File: config.mk
export PLATFORM = sky130hd
export DESIGN_NAME = adc_acq_seq
export DESIGN_NICKNAME = d
export VERILOG_FILES = /design/src/rtl/adc_acq_seq.sv
export SDC_FILE = /design/constraint.sdc
export NUM_CORES = 1
export LEC_CHECK = 0
export ABC_AREA = 1
export BUFFER_PORTS_ARGS = -buffer_cell sky130_fd_sc_hd__buf_2
export CAP_MARGIN = 0
export CORE_MARGIN = 2
export CORE_UTILIZATION = 30
export CTS_BUF_LIST = sky130_fd_sc_hd__clkbuf_2
export DETAILED_ROUTE_END_ITERATION = 10
export SYNTH_ARGS = -nofsm -noshare
export SYNTH_HDL_FRONTEND = slang
export SYNTH_SLANG_ARGS = --single-unit
File: constraint.sdc
create_clock -name clk_adc -period 1.6 [get_ports clk_adc]
set_input_delay 0.24 -clock clk_adc [delete_from_list [all_inputs] [get_ports clk_adc]]
set_output_delay 0.24 -clock clk_adc [all_outputs]
set_load 0.01 [all_outputs]
File: src/rtl/adc_acq_seq.sv
// Round-robin ADC acquisition sequencer: drives channel select/soc, converts offset-binary
// results to two's complement, optionally accumulates frames, and emits a valid/ready frame.
module adc_acq_seq #(
  parameter int NCH      = 2,
  parameter int ADC_W    = 12,
  parameter int SEL_W    = 3,
  parameter int AVG_LOG2 = 0,
  parameter int OUT_W    = ADC_W + AVG_LOG2,
  parameter int TIMEOUT  = 255
) (
  input  logic                 clk_adc,
  input  logic                 rstn,
  input  logic                 enable,
  input  logic [NCH*SEL_W-1:0] chan_map,
  output logic [SEL_W-1:0]     adc_s,
  output logic                 adc_soc,
  input  logic                 adc_eoc,
  input  logic [ADC_W-1:0]     adc_dout,
  output logic                 frame_valid,
  input  logic                 frame_ready,
  output logic [NCH*OUT_W-1:0] frame_data,
  output logic                 overrun,
  output logic                 timeout,
  input  logic                 err_clr
);

  localparam int SLOT_W = (NCH > 1) ? $clog2(NCH) : 1;
  localparam int AVG_W  = (AVG_LOG2 > 0) ? AVG_LOG2 : 1;
  localparam int TCNT_W = $clog2(TIMEOUT + 1);

  localparam logic [SLOT_W-1:0] LAST_SLOT = SLOT_W'(NCH - 1);
  localparam logic [AVG_W-1:0]  AVG_LAST  = AVG_W'((1 << AVG_LOG2) - 1);
  localparam logic [TCNT_W-1:0] TCNT_LAST = TCNT_W'(TIMEOUT - 1);

  localparam logic [1:0] S_IDLE  = 2'd0;
  localparam logic [1:0] S_CONV  = 2'd1;
  localparam logic [1:0] S_RECOV = 2'd2;

  logic [1:0]              state;
  logic [SLOT_W-1:0]       slot;
  logic [SLOT_W-1:0]       slot_nxt;
  logic [AVG_W-1:0]        avg_cnt;
  logic [TCNT_W-1:0]       tcnt;
  logic signed [OUT_W-1:0] acc [NCH];
  logic [SEL_W-1:0]        map [NCH];

  logic signed [ADC_W-1:0] sample_raw;
  logic signed [OUT_W-1:0] sample;
  logic signed [OUT_W-1:0] acc_sum;
  logic [NCH*OUT_W-1:0]    frame_nxt;
  logic                    conv_eoc;
  logic                    frame_done;
  logic                    out_free;
  logic                    tout_hit;

  always_comb begin
    for (int unsigned k = 0; k < NCH; k++) begin
      map[k] = chan_map[k*SEL_W +: SEL_W];
    end
  end

  assign adc_soc    = (state == S_CONV);
  assign sample_raw = {~adc_dout[ADC_W-1], adc_dout[ADC_W-2:0]};
  assign sample     = OUT_W'(sample_raw);
  assign acc_sum    = (avg_cnt == '0) ? sample : acc[slot] + sample;
  assign slot_nxt   = (slot == LAST_SLOT) ? '0 : slot + 1'b1;
  assign conv_eoc   = (state == S_CONV) && adc_eoc && enable;
  assign frame_done = conv_eoc && (slot == LAST_SLOT) && (avg_cnt == AVG_LAST);
  assign out_free   = !frame_valid || frame_ready;
  assign tout_hit   = (state == S_CONV) && !adc_eoc && (tcnt == TCNT_LAST);

  // The final sample is still in flight when the frame completes, so splice it in here.
  always_comb begin
    frame_nxt = '0;
    for (int unsigned k = 0; k < NCH; k++) begin
      frame_nxt[k*OUT_W +: OUT_W] = (SLOT_W'(k) == slot) ? acc_sum : acc[k];
    end
  end

  always_ff @(posedge clk_adc or negedge rstn) begin
    if (!rstn) begin
      state   <= S_IDLE;
      slot    <= '0;
      avg_cnt <= '0;
      tcnt    <= '0;
      adc_s   <= '0;
      for (int unsigned k = 0; k < NCH; k++) acc[k] <= '0;
    end else begin
      case (state)
        S_IDLE: begin
          tcnt <= '0;
          if (enable) begin
            state   <= S_CONV;
            slot    <= '0;
            avg_cnt <= '0;
            adc_s   <= map[0];
          end
        end
        S_CONV: begin
          if (adc_eoc) begin
            tcnt <= '0;
            if (!enable) begin
              state <= S_IDLE;
            end else begin
              acc[slot] <= acc_sum;
              slot      <= slot_nxt;
              adc_s     <= map[slot_nxt];
              if (slot == LAST_SLOT) begin
                avg_cnt <= (avg_cnt == AVG_LAST) ? '0 : avg_cnt + 1'b1;
              end
            end
          end else if (tout_hit) begin
            tcnt  <= '0;
            state <= S_RECOV;
            adc_s <= map[0];
          end else begin
            tcnt <= tcnt + 1'b1;
          end
        end
        S_RECOV: begin
          slot    <= '0;
          avg_cnt <= '0;
          tcnt    <= '0;
          adc_s   <= map[0];
          for (int unsigned k = 0; k < NCH; k++) acc[k] <= '0;
          state   <= enable ? S_CONV : S_IDLE;
        end
        default: state <= S_IDLE;
      endcase
    end
  end

  always_ff @(posedge clk_adc or negedge rstn) begin
    if (!rstn) begin
      frame_valid <= 1'b0;
      frame_data  <= '0;
    end else if (frame_done && out_free) begin
      frame_valid <= 1'b1;
      frame_data  <= frame_nxt;
    end else if (frame_valid && frame_ready) begin
      frame_valid <= 1'b0;
    end
  end

  // Setting wins over err_clr in the same cycle.
  always_ff @(posedge clk_adc or negedge rstn) begin
    if (!rstn) begin
      overrun <= 1'b0;
      timeout <= 1'b0;
    end else begin
      if (err_clr) begin
        overrun <= 1'b0;
        timeout <= 1'b0;
      end
      if (frame_done && !out_free) overrun <= 1'b1;
      if (tout_hit) timeout <= 1'b1;
    end
  end

endmodule
# Word level (Yosys, flattened, before mapping)
# Cells that the tools add are included.
dict set report classes {
  add_sub_neg 4
  magnitude_cmp 3
  eq_ne 10
  mux 44
  bitwise_logic 4
  reduce_logical 27
}
# operator n
set ops {}
lappend ops {{2-to-1 mux 12 bit} 7}
lappend ops {{2-to-1 mux 24 bit} 2}
lappend ops {{one-hot mux 24 bit (2 select lines)} 1}
lappend ops {{bitwise mux 24 bit} 1}
lappend ops {{2-to-1 mux 3 bit} 7}
lappend ops {{2-to-1 mux 8 bit} 2}
lappend ops {{one-hot mux 8 bit (2 select lines)} 1}
lappend ops {{2-to-1 mux 1 bit} 14}
lappend ops {{adder 12 bit} 1}
lappend ops {{demux 12 bit (select 1 bit)} 1}
lappend ops {{logical AND 1 bit} 10}
lappend ops {{nonzero test 2 bit} 5}
lappend ops {{one-hot mux 3 bit (3 select lines)} 1}
lappend ops {{adder 8 x 1 -> 8 bit, second input constant} 1}
lappend ops {{== test 8 bit, second input constant} 1}
lappend ops {{2-to-1 mux 2 bit} 4}
lappend ops {{AND reduction 4 bit} 2}
lappend ops {{!= test 3 bit, second input constant} 2}
lappend ops {{one-hot mux 1 bit (3 select lines)} 2}
lappend ops {{one-hot mux 2 bit (3 select lines)} 1}
lappend ops {{AND reduction 3 bit} 2}
lappend ops {{AND reduction 5 bit} 1}
lappend ops {{greater-or-equal comparator 2 bit, second input constant} 2}
lappend ops {{!= test 2 x 1 -> 1 bit, second input constant} 2}
lappend ops {{other kinds (13)} 19}
dict set report word_totals {
  ff_bits 66
  input_bits 24
  out_inout_bits 31
  wordCells 103
}

# Longest topological paths before layout
# Gate-level depths: netlist of run 1.
dict set report logic_depth {
  ltp_word 10
  ltp_mapped 9
}

# Worst setup path before layout of run 1
# OpenSTA, ideal clock, no wires.
dict set report synth_timing {
  kind {reg2reg}
  startpoint {reg state[1]}
  endpoint {reg frame_data[16]}
  arrival_time_ns 1.252
  required_ns 1.483
  slack_ns 0.231
  path_stages_with_launch 8
  path_buffers 1
  synth_period_minus_slack_ns 1.369
  path_cell_list {dfrtp_1 -> nor2_4 -> nand3_4 -> nor2_8 -> nand2_4 -> buf_6 -> nand2_1 -> nand2_1}
}
dict set report synth_via {
  elab_chain_cells 6
}
# element line_no
set synth_rtl {}
lappend synth_rtl {{from (decl)} 39} ;# logic [1:0] state;
lappend synth_rtl {{from (signal assigned)} 126} ;# state <= enable ? S_CONV : S_IDLE;
lappend synth_rtl {{== test 2 x 1 -> 1 bit} -}
lappend synth_rtl {{net adc_soc} 16} ;# output logic adc_soc,
lappend synth_rtl {{logical AND 1 bit (2 in series)} 67} ;# assign conv_eoc = (state == S_CONV) && adc_eoc && enable;
lappend synth_rtl {{logical AND 1 bit (2 in series)} 68} ;# assign frame_done = conv_eoc && (slot == LAST_SLOT) && (avg_cnt == AVG_LAST);
lappend synth_rtl {{logical AND 1 bit} 137} ;# end else if (frame_done && out_free) begin
lappend synth_rtl {{to (signal assigned)} 139} ;# frame_data <= frame_nxt;
lappend synth_rtl {{to (decl)} 21} ;# output logic [NCH*OUT_W-1:0] frame_data,
# The timed path passes the listed nets, and every way through them passes these cells.
# A chain may end at the register's enable or synchronous reset.

# Final worst setup path of run 1
dict set report layout_timing {
  startpoint {reg state[1]}
  endpoint {out adc_soc}
}
dict set report layout_via {
  elab_chain_cells 1
}
# element line_no
set layout_rtl {}
lappend layout_rtl {{== test 2 x 1 -> 1 bit} 62} ;# assign adc_soc = (state == S_CONV);
lappend layout_rtl {{to (decl)} 16}
# No other way between the ends.

==> flow_summary.json, run 1 <==
{
  "clock_sinks": 65,
  "yosys_register_bits": 65,
  "layout.cells.non_filler": 577,
  "io_pins": 55,
  "initial_utilization_pct": 30.5,
  "vias_per_cell": 4.61,
  "drive_gt1_share_pct": 24.9,
  "status": "finished, final reports clean",
  "worst-slew-pin-transition_ns": 0.378,
  "die_area_sq_um": 11200,
  "vdd_drop_max_mv": 0.555,
  "drc_errors": 0,
  "cts_buffer_depth": 2,
  "critPathSlowestCell": "dfrtp_2",
  "grt_pass1_wl_mm": 12.0,
  "min_period_over_period_pct": 97.1,
  "insertion_delay_ns": 0.52,
  "die_x_um": 106,
  "dp_slack_ns": 0.150,
  "cts_buffers": 9,
  "h-tree-depth": 3,
  "finalSetupViolCount": 0,
  "path_clk_slew_ns": 0.18,
  "drt-initial-drc-count": 146,
  "netlist-cell-type-count": 27,
  "cts_tree": "done",
  "cap_violations": 0,
  "endpoint_kind": "output port",
  "fmaxAchievable_ghz": 0.643,
  "path_cells": "nor2_4, buf_6, buf_6",
  "hold_viol": 0,
  "max_stage_delay_ns": 0.46,
  "reg2reg_depth": 7,
  "postRouteWirelength_mm": 7.44,
  "fin_nets": 462,
  "portBuffers": 54,
  "grt_usage_pct": 13.7,
  "syn_inst": 360,
  "startpoint_type": "register",
  "layout_min_cycle_time_ns": 1.55,
  "synth_area_per_cell_sq_um": 8.63,
  "synth_area_sq_um": 3110,
  "critical_path.most_common_cell": "buf_6",
  "crit_required_ns": 1.36,
  "dp_hpwl_mm": 4.98,
  "rsz0062_at_grt": "yes",
  "max_slew_margin_pct": 74.8,
  "dr_total_vias": 2661,
  "rows": 37,
  "worst_slack_ns": 0.0459,
  "slew_violations": 0,
  "grt_pass1_vias": 2469,
  "numPlacedInstances": 546,
  "p_leak_nw": 2.00,
  "hold_class": "input port to register",
  "yosys_warnings": 0,
  "gp_congestion": 0.816,
  "finClkSkew_ns": 0.0274,
  "final_common_cell": "nand2_1",
  "postRouteAntennaNets": 0,
  "area_growth_pct": 22.8,
  "grt_antenna_before_repair": 0,
  "die_h_um": 106,
  "cts-root-buf": "clkbuf_2",
  "min_path_cells": 5,
  "grt_overflow_total": 0,
  "critical_path.max_fanout": 4,
  "setup_tns_ns": 0,
  "avgRoutedWirePerCell_um": 12.9,
  "yosysSeqAreaShare_pct": 52.4,
  "whs_ns": 0.0640,
  "grt_start_max_net_pins": 66,
  "cp_data_arrival_time_ns": 1.31,
  "worstSetupPathType": "register to output port",
  "mostFrequentLayoutCells": "nand2_1 (116), dfrtp_1 (64), buf_2 (53), o21ai_0 (36), nand3_1 (24)",
  "insertedDiodeCount": 0,
  "core_area_sq_um": 10200,
  "syn_nets": 386,
  "p_per_area_nw_per_um2": 1540,
  "firstDrtPassIters": 4
}
-- cell usage after synthesis --
library cell | number | area share (%)
clkinv_1 | 2 | 0.24
or2_2 | 11 | 2.2
inv_1 | 23 | 2.8
nand2_4 | 1 | 0.36
o21ai_1 | 6 | 0.97
nand3_4 | 1 | 0.56
xor2_1 | 2 | 0.56
clkbuf_1 | 6 | 0.72
inv_2 | 2 | 0.24
o21ai_0 | 36 | 5.8
xnor2_1 | 1 | 0.28
nor2_4 | 1 | 0.36
ha_1 | 2 | 0.81
nand4_1 | 3 | 0.60
a21oi_1 | 2 | 0.32
nand3_1 | 24 | 3.9
buf_1 | 1 | 0.12
buf_2 | 2 | 0.32
o21bai_1 | 1 | 0.24
buf_6 | 7 | 2.5
nor2_8 | 1 | 0.64
nand2_1 | 117 | 14
nor2_1 | 8 | 0.97
buf_4 | 1 | 0.24
o22ai_1 | 12 | 2.4
dfrtp_1 | 65 | 52
nand3b_1 | 22 | 5.3
-- timing repair --
| item | 4_1_cts | 5_1_grt |
|---|---|---|
| buffers inserted | 4 | 4 |
| gates resized for setup | 2 | 3 |
| hold endpoints to repair | 71 | 1 |
| endpoints found under the setup margin | 1 | 30 |
| hold buffers | 6 | 1 |
| pin swaps | 1 | 2 |
-- worst paths after layout --
kind / startpoint / endpoint / slack, ns
max reg2reg: state[1] / frame_data[11] / 0.12
max in group asynchronous: rstn / frame_data[0] / 1.05
max: state[1] / adc_soc / 0.05
min in group asynchronous: rstn / adc_s[0] / 0.23
min: chan_map[5] / adc_s[2] / 0.06
min reg2reg: frame_data[17] / frame_data[17] / 0.49
-- critical path: cells and delay by family (launching register included) --
kind                   cells  cell delay (ns)
buffers and inverters      2             0.23
DFF                        1             0.46
and+or+nand+nor            1             0.13
-- flip-flops by register name, summed over array words and instances (netlist names) --
register     flops
tcnt             8
frame_valid      1
timeout          1
frame_data      24
acc             24
state            2
overrun          1
adc_s            3
slot             1
-- power breakdown --
part	internal [W]	total (W)	leakage (nW)	switching, W
Clock	0.000355	0.000989	0.0639	0.000634
Sequential	0.00223	0.00251	0.851	0.000284
Combinational	0.00101	0.00236	1.09	0.00135
Total	0.00359	0.00586	2.00	0.00227
-- final cells by class --
| cell class | count | area (sq um) |
|---|---|---|
| Fill cell | 1051 | 6370 |
| Sequential cell | 65 | 1630 |
| Timing Repair Buffer | 82 | 533 |
| Clock inverter | 7 | 71.3 |
| Tap cell | 136 | 170 |
| Inverter | 27 | 101 |
| Clock buffer | 9 | 45.0 |
| Multi-Input combinational cell | 251 | 1270 |
-- through the flow --
step / utilization, % / instance area, sq um / power (W)
final: 37.5 / 3820 / 0.00586
after floorplan: - / 3110 / 0.00400
after CTS: 36.9 / 3760 / 0.00586
after global routing: 37.5 / 3820 / 0.00633
after global placement: 34.8 / 3550 / 0.00473
after detailed placement: 34.8 / 3550 / 0.00478
-- cell families after synthesis --
logic type,share of synthesized area [%]
simple gates,29.0
flops,52.4
compound gates,9.75
buf+inv,7.21
xor+xnor,0.846
fa+ha+maj,0.805
-- layer usage --
layer	track usage, %	routed length (um)
met3	3.22	289
met2	21.9	3470
met4	4.42	98
met1	18.4	3590
met5	0	0
Note: power is estimated with default switching activity, not from simulation.
==> run 2, diff against run 1 <==
--- a/config.mk
+++ b/config.mk
@@ -8,7 +8,6 @@
 export ABC_AREA = 1
 export BUFFER_PORTS_ARGS = -buffer_cell sky130_fd_sc_hd__buf_2
 export CAP_MARGIN = 0
-export CORE_MARGIN = 2
 export CORE_UTILIZATION = 30
 export CTS_BUF_LIST = sky130_fd_sc_hd__clkbuf_2
 export DETAILED_ROUTE_END_ITERATION = 10
==> constraint.sdc (replaced) <==
create_clock -name clk_adc -period 1.83 [get_ports clk_adc]
set_input_delay 0.2745 -clock clk_adc [delete_from_list [all_inputs] [get_ports clk_adc]]
set_output_delay 0.2745 -clock clk_adc [all_outputs]
set_load 0.01 [all_outputs]
==> run 2 against run 1 <==
Die area is 3.7% lower. Design area decreased by 2.0%. Global-route usage up 1.5 points. Largest power group unchanged.
==> flow_summary.json, run 2 (synthesis gave the netlist of run 1 again) <==
{
  "insertion_delay_ns": 0.50,
  "grt_antenna_before_repair": 0,
  "startpoint_type": "register",
  "grt_pass1_vias": 2660,
  "critPathTopFamily": "flip-flops",
  "cts_buffer_depth": 2,
  "cap_violations": 0,
  "critical_path.max_fanout": 8,
  "portBuffers": 54,
  "hold_class": "input port to register",
  "drt-initial-drc-count": 108,
  "cts_buffers": 9,
  "max_stage_delay_ns": 0.49,
  "firstDrtPassIters": 4,
  "drc_errors": 0,
  "mostFrequentLayoutCells": "nand2_1 (117), dfrtp_1 (65), buf_2 (54), o21ai_0 (36), nand3_1 (24)",
  "final_core_util_pct": 37.8,
  "grt_start_max_net_pins": 32,
  "grt_usage_pct": 15.2,
  "rsz0062_at_grt": "no",
  "nFillCells": 1029,
  "p_per_area_nw_per_um2": 1410,
  "vdd_drop_max_mv": 0.483,
  "crit_buf_inv": 1,
  "place_area_sq_um": 3550,
  "final_common_cell": "nand2_1",
  "critPathSlowestCell": "dfrtp_1",
  "area_growth_pct": 20.4,
  "io_pins": 55,
  "vias_per_cell": 4.67,
  "die_x_um": 104,
  "max_slew_margin_pct": 60.6,
  "min_period_over_period_pct": 91.3,
  "postRouteAntennaNets": 0,
  "finClkSkew_ns": 0.0317,
  "drive_gt1_share_pct": 22.9,
  "fmaxAchievable_ghz": 0.598,
  "layout.cells.non_filler": 561,
  "hold_viol": 0,
  "gp_congestion": 0.733,
  "die_area_sq_um": 10800,
  "fin_nets": 449,
  "postRouteWirelength_mm": 7.43,
  "p_leak_nw": 1.97,
  "die_h_um": 104,
  "power_w": 0.00527,
  "fin_area_sq_um": 3740,
  "worstSetupPathType": "register to output port",
  "worst-slew-pin-transition_ns": 0.591,
  "finalSetupViolCount": 0,
  "path_cells": "nor2_4, buf_2",
  "clock_sinks": 65,
  "insertedDiodeCount": 0,
  "initial_utilization_pct": 31.4,
  "rows": 36,
  "h-tree-depth": 3,
  "core_area_sq_um": 9910,
  "endpoint_kind": "output port",
  "layout_min_cycle_time_ns": 1.67,
  "avgRoutedWirePerCell_um": 13.2,
  "numPlacedInstances": 542,
  "grt_overflow_total": 0,
  "crit_required_ns": 1.56,
  "setup_tns_ns": 0,
  "dr_total_vias": 2621,
  "cts_tree": "done",
  "grt_pass1_wl_mm": 13.1,
  "status": "finished, final reports clean",
  "dp_hpwl_mm": 5.33,
  "reg.largest.list": "acc x24, frame_data x24, tcnt x8",
  "slew_violations": 0,
  "cp_data_arrival_time_ns": 1.40,
  "cts-root-buf": "clkbuf_2",
  "path_clk_slew_ns": 0.19
}
## run 2: metal layers
layer | global-route usage [%] | up-vias | share of wire [%]
met3 | 4.72 | 5 | 6.1
met5 | 0 | - | 0
met4 | 3.16 | 0 | 0.67
li1 | - | 1307 | -
met1 | 19.6 | 1234 | 45
met2 | 25.2 | 75 | 49
## run 2: worst reg2reg max path: cells and delay by family (launching register included)
kind | cells | cell delay (ns)
DFF | 1 | 0.49
AOI/OAI and AO/OA | 1 | 0.14
and+or+nand+nor | 3 | 0.86
## run 2: layout make-up
type                       instances  area, sq um  area share, %
sequential                        65         1630           43.5
multi-input combinational        251         1260           33.6
timing repair buffer              69          428           11.4
tap                              133          166           4.45
clock inverter                     7          118           3.14
inverter                          27          101           2.71
clock buffer                       9         45.0           1.20
## run 2: timing repair
item,CTS,global route
setup buffers,0,0
gates resized for setup,0,0
endpoints found under the setup margin,0,0
hold endpoints to repair,20,1
hold buffers,2,1
## run 2: path summary, 6_finish.rpt
check                               start  depth (start not counted)              to  slack (ns)
max                              state[1]                          2         adc_soc        0.16
min                           chan_map[2]                          5        adc_s[2]        0.06
max reg2reg                      state[1]                          4          acc[4]        0.21
min reg2reg                frame_data[16]                          2  frame_data[16]        0.49
max in group asynchronous            rstn                          3         acc[23]        0.98
min in group asynchronous            rstn                          2  frame_data[11]        0.28
## run 2: report_power, final
part	total (W)	internal (W)	leakage (nW)	switching, W
clock	0.00114	0.000588	0.0862	0.000554
sequential	0.00222	0.00195	0.853	0.000270
combinational	0.00191	0.000777	1.03	0.00114
total	0.00527	0.00331	1.97	0.00196
## run 2: per-stage QoR
step / worst slack [ns] / hold WS (ns)
3_5_place_dp: 0.298 / 0.323
4_1_cts: 0.114 / 0.0133
6_report: 0.158 / 0.0592
5_1_grt: 0.0342 / 0.0362
2_1_floorplan: 0.461 / -0.0211
3_3_place_gp: 0.336 / 0.309
==> run 3, diff against run 2 <==
--- a/config.mk
+++ b/config.mk
@@ -5,7 +5,6 @@
 export SDC_FILE = /design/constraint.sdc
 export NUM_CORES = 1
 export LEC_CHECK = 0
-export ABC_AREA = 1
 export BUFFER_PORTS_ARGS = -buffer_cell sky130_fd_sc_hd__buf_2
 export CAP_MARGIN = 0
 export CORE_UTILIZATION = 30
==> run 3 against run 2 <==
Design area down 22%. Largest power group unchanged. Highest routed layer unchanged. First-iteration DRC count down 70%. Critical path depth up 2. Clock power down 55%. Global-route usage down 3.9 points. Total power down 34%. Hold slack worse by 0.027 ns. Via count down 39%. Die area down 24%. Wire length down 40%.
==> flow_summary.json, run 3 <==
{
  "place_area_sq_um": 2760,
  "worstSetupPathType": "register to register",
  "area_growth_pct": 24.1,
  "insertedDiodeCount": 0,
  "p_leak_nw": 1.48,
  "initial_utilization_pct": 31.6,
  "syn_nets": 203,
  "largest_register_ffs": 24,
  "grt_start_max_net_pins": 26,
  "hold_class": "input port to register",
  "drc_errors": 0,
  "synth_common_cells": "dfrtp_1 (53), mux2_4 (18), a22o_1 (13), nand2_1 (13), mux2_2 (8)",
  "cts_tree": "done",
  "synth_area_sq_um": 2340,
  "min_period_over_period_pct": 94.1,
  "fin_area_sq_um": 2910,
  "yosysSeqAreaShare_pct": 56.6,
  "rows": 31,
  "crit_required_ns": 2.18,
  "h-tree-depth": 2,
  "cts_buffer_depth": 2,
  "drive_gt1_share_pct": 44.2,
  "postRouteAntennaNets": 0,
  "endpoint_kind": "register",
  "insertion_delay_ns": 0.45,
  "clock_sinks": 53,
  "layout_min_cycle_time_ns": 1.72,
  "max_slew_margin_pct": 63.6,
  "die_h_um": 90.4,
  "synthFlopType": "dfrtp_1",
  "cts_buffers": 5,
  "status": "finished, final reports clean",
  "dp_hpwl_mm": 3.13,
  "worst-slew-pin-transition_ns": 0.545,
  "netlist-cell-type-count": 39,
  "grt_antenna_before_repair": 0,
  "yosys_warnings": 0,
  "synth_top_area_share_pct": 56.6,
  "nFillCells": 725,
  "yosys_register_bits": 53,
  "portBuffers": 54,
  "drt-initial-drc-count": 32,
  "postRouteWirelength_mm": 4.46,
  "reg.largest.list": "frame_data x24, acc x12, tcnt x8",
  "setup_tns_ns": 0,
  "synth_area_per_cell_sq_um": 13.2,
  "finalSetupViolCount": 0,
  "p_per_area_nw_per_um2": 1190,
  "async_flop_share_pct": 100,
  "top_register": "frame_data",
  "cts-root-buf": "clkbuf_2",
  "die_x_um": 90.4,
  "grt_overflow_total": 0,
  "cap_violations": 0,
  "grt_pass1_vias": 1541,
  "yosys.area.top_type": "dfrtp_1",
  "path_clk_slew_ns": 0.31,
  "core_area_sq_um": 7410,
  "io_pins": 55,
  "slew_violations": 0,
  "yosysMostFrequentCell": "dfrtp_1",
  "startpoint_type": "register",
  "synthTopCellsByArea": "dfrtp_1 (57%), mux2_4 (12%), a22o_1 (4.9%)",
  "vdd_drop_max_mv": 0.306,
  "critical_path.max_fanout": 25,
  "grt_usage_pct": 11.4,
  "finClkSkew_ns": 0.0360,
  "fin_nets": 274,
  "mostFrequentLayoutCells": "buf_2 (54), dfrtp_1 (51), mux2_4 (18), nand2_1 (13), a22o_1 (13)",
  "syn_inst": 177,
  "final_common_cell": "buf_2",
  "vias_per_cell": 4.61,
  "hold_viol": 0,
  "die_area_sq_um": 8160,
  "grt_pass1_wl_mm": 7.49,
  "avgRoutedWirePerCell_um": 12.8,
  "fmaxAchievable_ghz": 0.581,
  "firstDrtPassIters": 4,
  "gp_congestion": 0.765,
  "synth_edf_count": 0,
  "cp_data_arrival_time_ns": 2.07,
  "dr_total_vias": 1606
}
[run 3: cell count changes after synthesis, moves of 12 or more]
cell	before	now
dfrtp_1	65	53
nand3b_1	22	0
mux2_4	0	18
nand3_1	24	5
nand2_1	117	13
a22o_1	0	13
o21ai_0	36	3
inv_1	23	7
[run 3: power by group]
part	internal (W)	switching (W)	leakage, nW
Clock	0.000103	0.000407	0.0271
Sequential	0.00157	0.000236	0.669
Combinational	0.000685	0.000464	0.783
[run 3: stage by stage]
| stage | setup slack, ns | total power, W | std cells | util, % | hold slack [ns] |
|---|---|---|---|---|---|
| floorplan | 0.159 | 0.00251 | 177 | - | -0.0211 |
| global placement | 0.128 | 0.00295 | 330 | 37.2 | 0.248 |
| detailed placement | 0.0982 | 0.00297 | 330 | 37.2 | 0.242 |
| CTS | 0.0133 | 0.00350 | 341 | 38.3 | 0.0000488 |
| global route | -0.00415 | 0.00369 | 348 | 39.2 | 0.00676 |
| finish | 0.107 | 0.00346 | 348 | 39.2 | 0.0323 |
[run 3: metal layers]
layer / track usage (%) / vias up / part of all wire (%)
met1: 16.1 / 772 / 50
met5: 0 / - / 0
met4: 3.23 / 0 / 0.94
met3: 3.03 / 5 / 5.0
li1: - / 784 / -
met2: 16.9 / 45 / 44
[run 3: repair_timing]
| item | CTS | global route |
|---|---|---|
| endpoints found under the setup margin | 0 | 18 |
| resized for setup | 0 | 3 |
| endpoints found under the hold margin | 22 | 5 |
| hold buffers | 3 | 4 |
| buffers inserted | 0 | 3 |
[run 3: area by class of cell]
type,count,area (sq um),area share [%]
Clock buffer,5,25.0,0.861
Clock inverter,3,26.3,0.904
Inverter,7,26.3,0.904
Multi-Input combinational cell,109,941,32.4
Sequential cell,53,1330,45.7
Tap cell,99,124,4.26
Timing Repair Buffer,72,435,15.0
[run 3: final timing paths]
path,from,to,slack (ns),depth (start not counted)
min in group asynchronous,rstn,frame_data[12],0.23,2
max in group asynchronous,rstn,tcnt[5],0.97,3
worst max-delay path,state[1],frame_data[14],0.11,4
worst min register to register,acc[12],frame_data[0],0.51,1
worst min-delay path,adc_dout[10],acc[22],0.03,2
worst max register to register,state[1],frame_data[14],0.11,4
[run 3: logic make-up after synthesis]
kind of cell               Yosys count  synth area share, %
DFF                                 53                 56.6
AOI/OAI and AO/OA                   39                 12.4
and+or+nand+nor                     39                 9.51
muxes                               29                 16.8
buffers and inverters               15                 3.53
adders and majority gates            2                 1.07
[run 3: worst max-delay path: stages (launching register included)]
cell and delay [ns]:
dfrtp_2 0.51, nand2b_4 0.18, or3b_1 0.42, buf_12 0.19, mux2_4 0.31
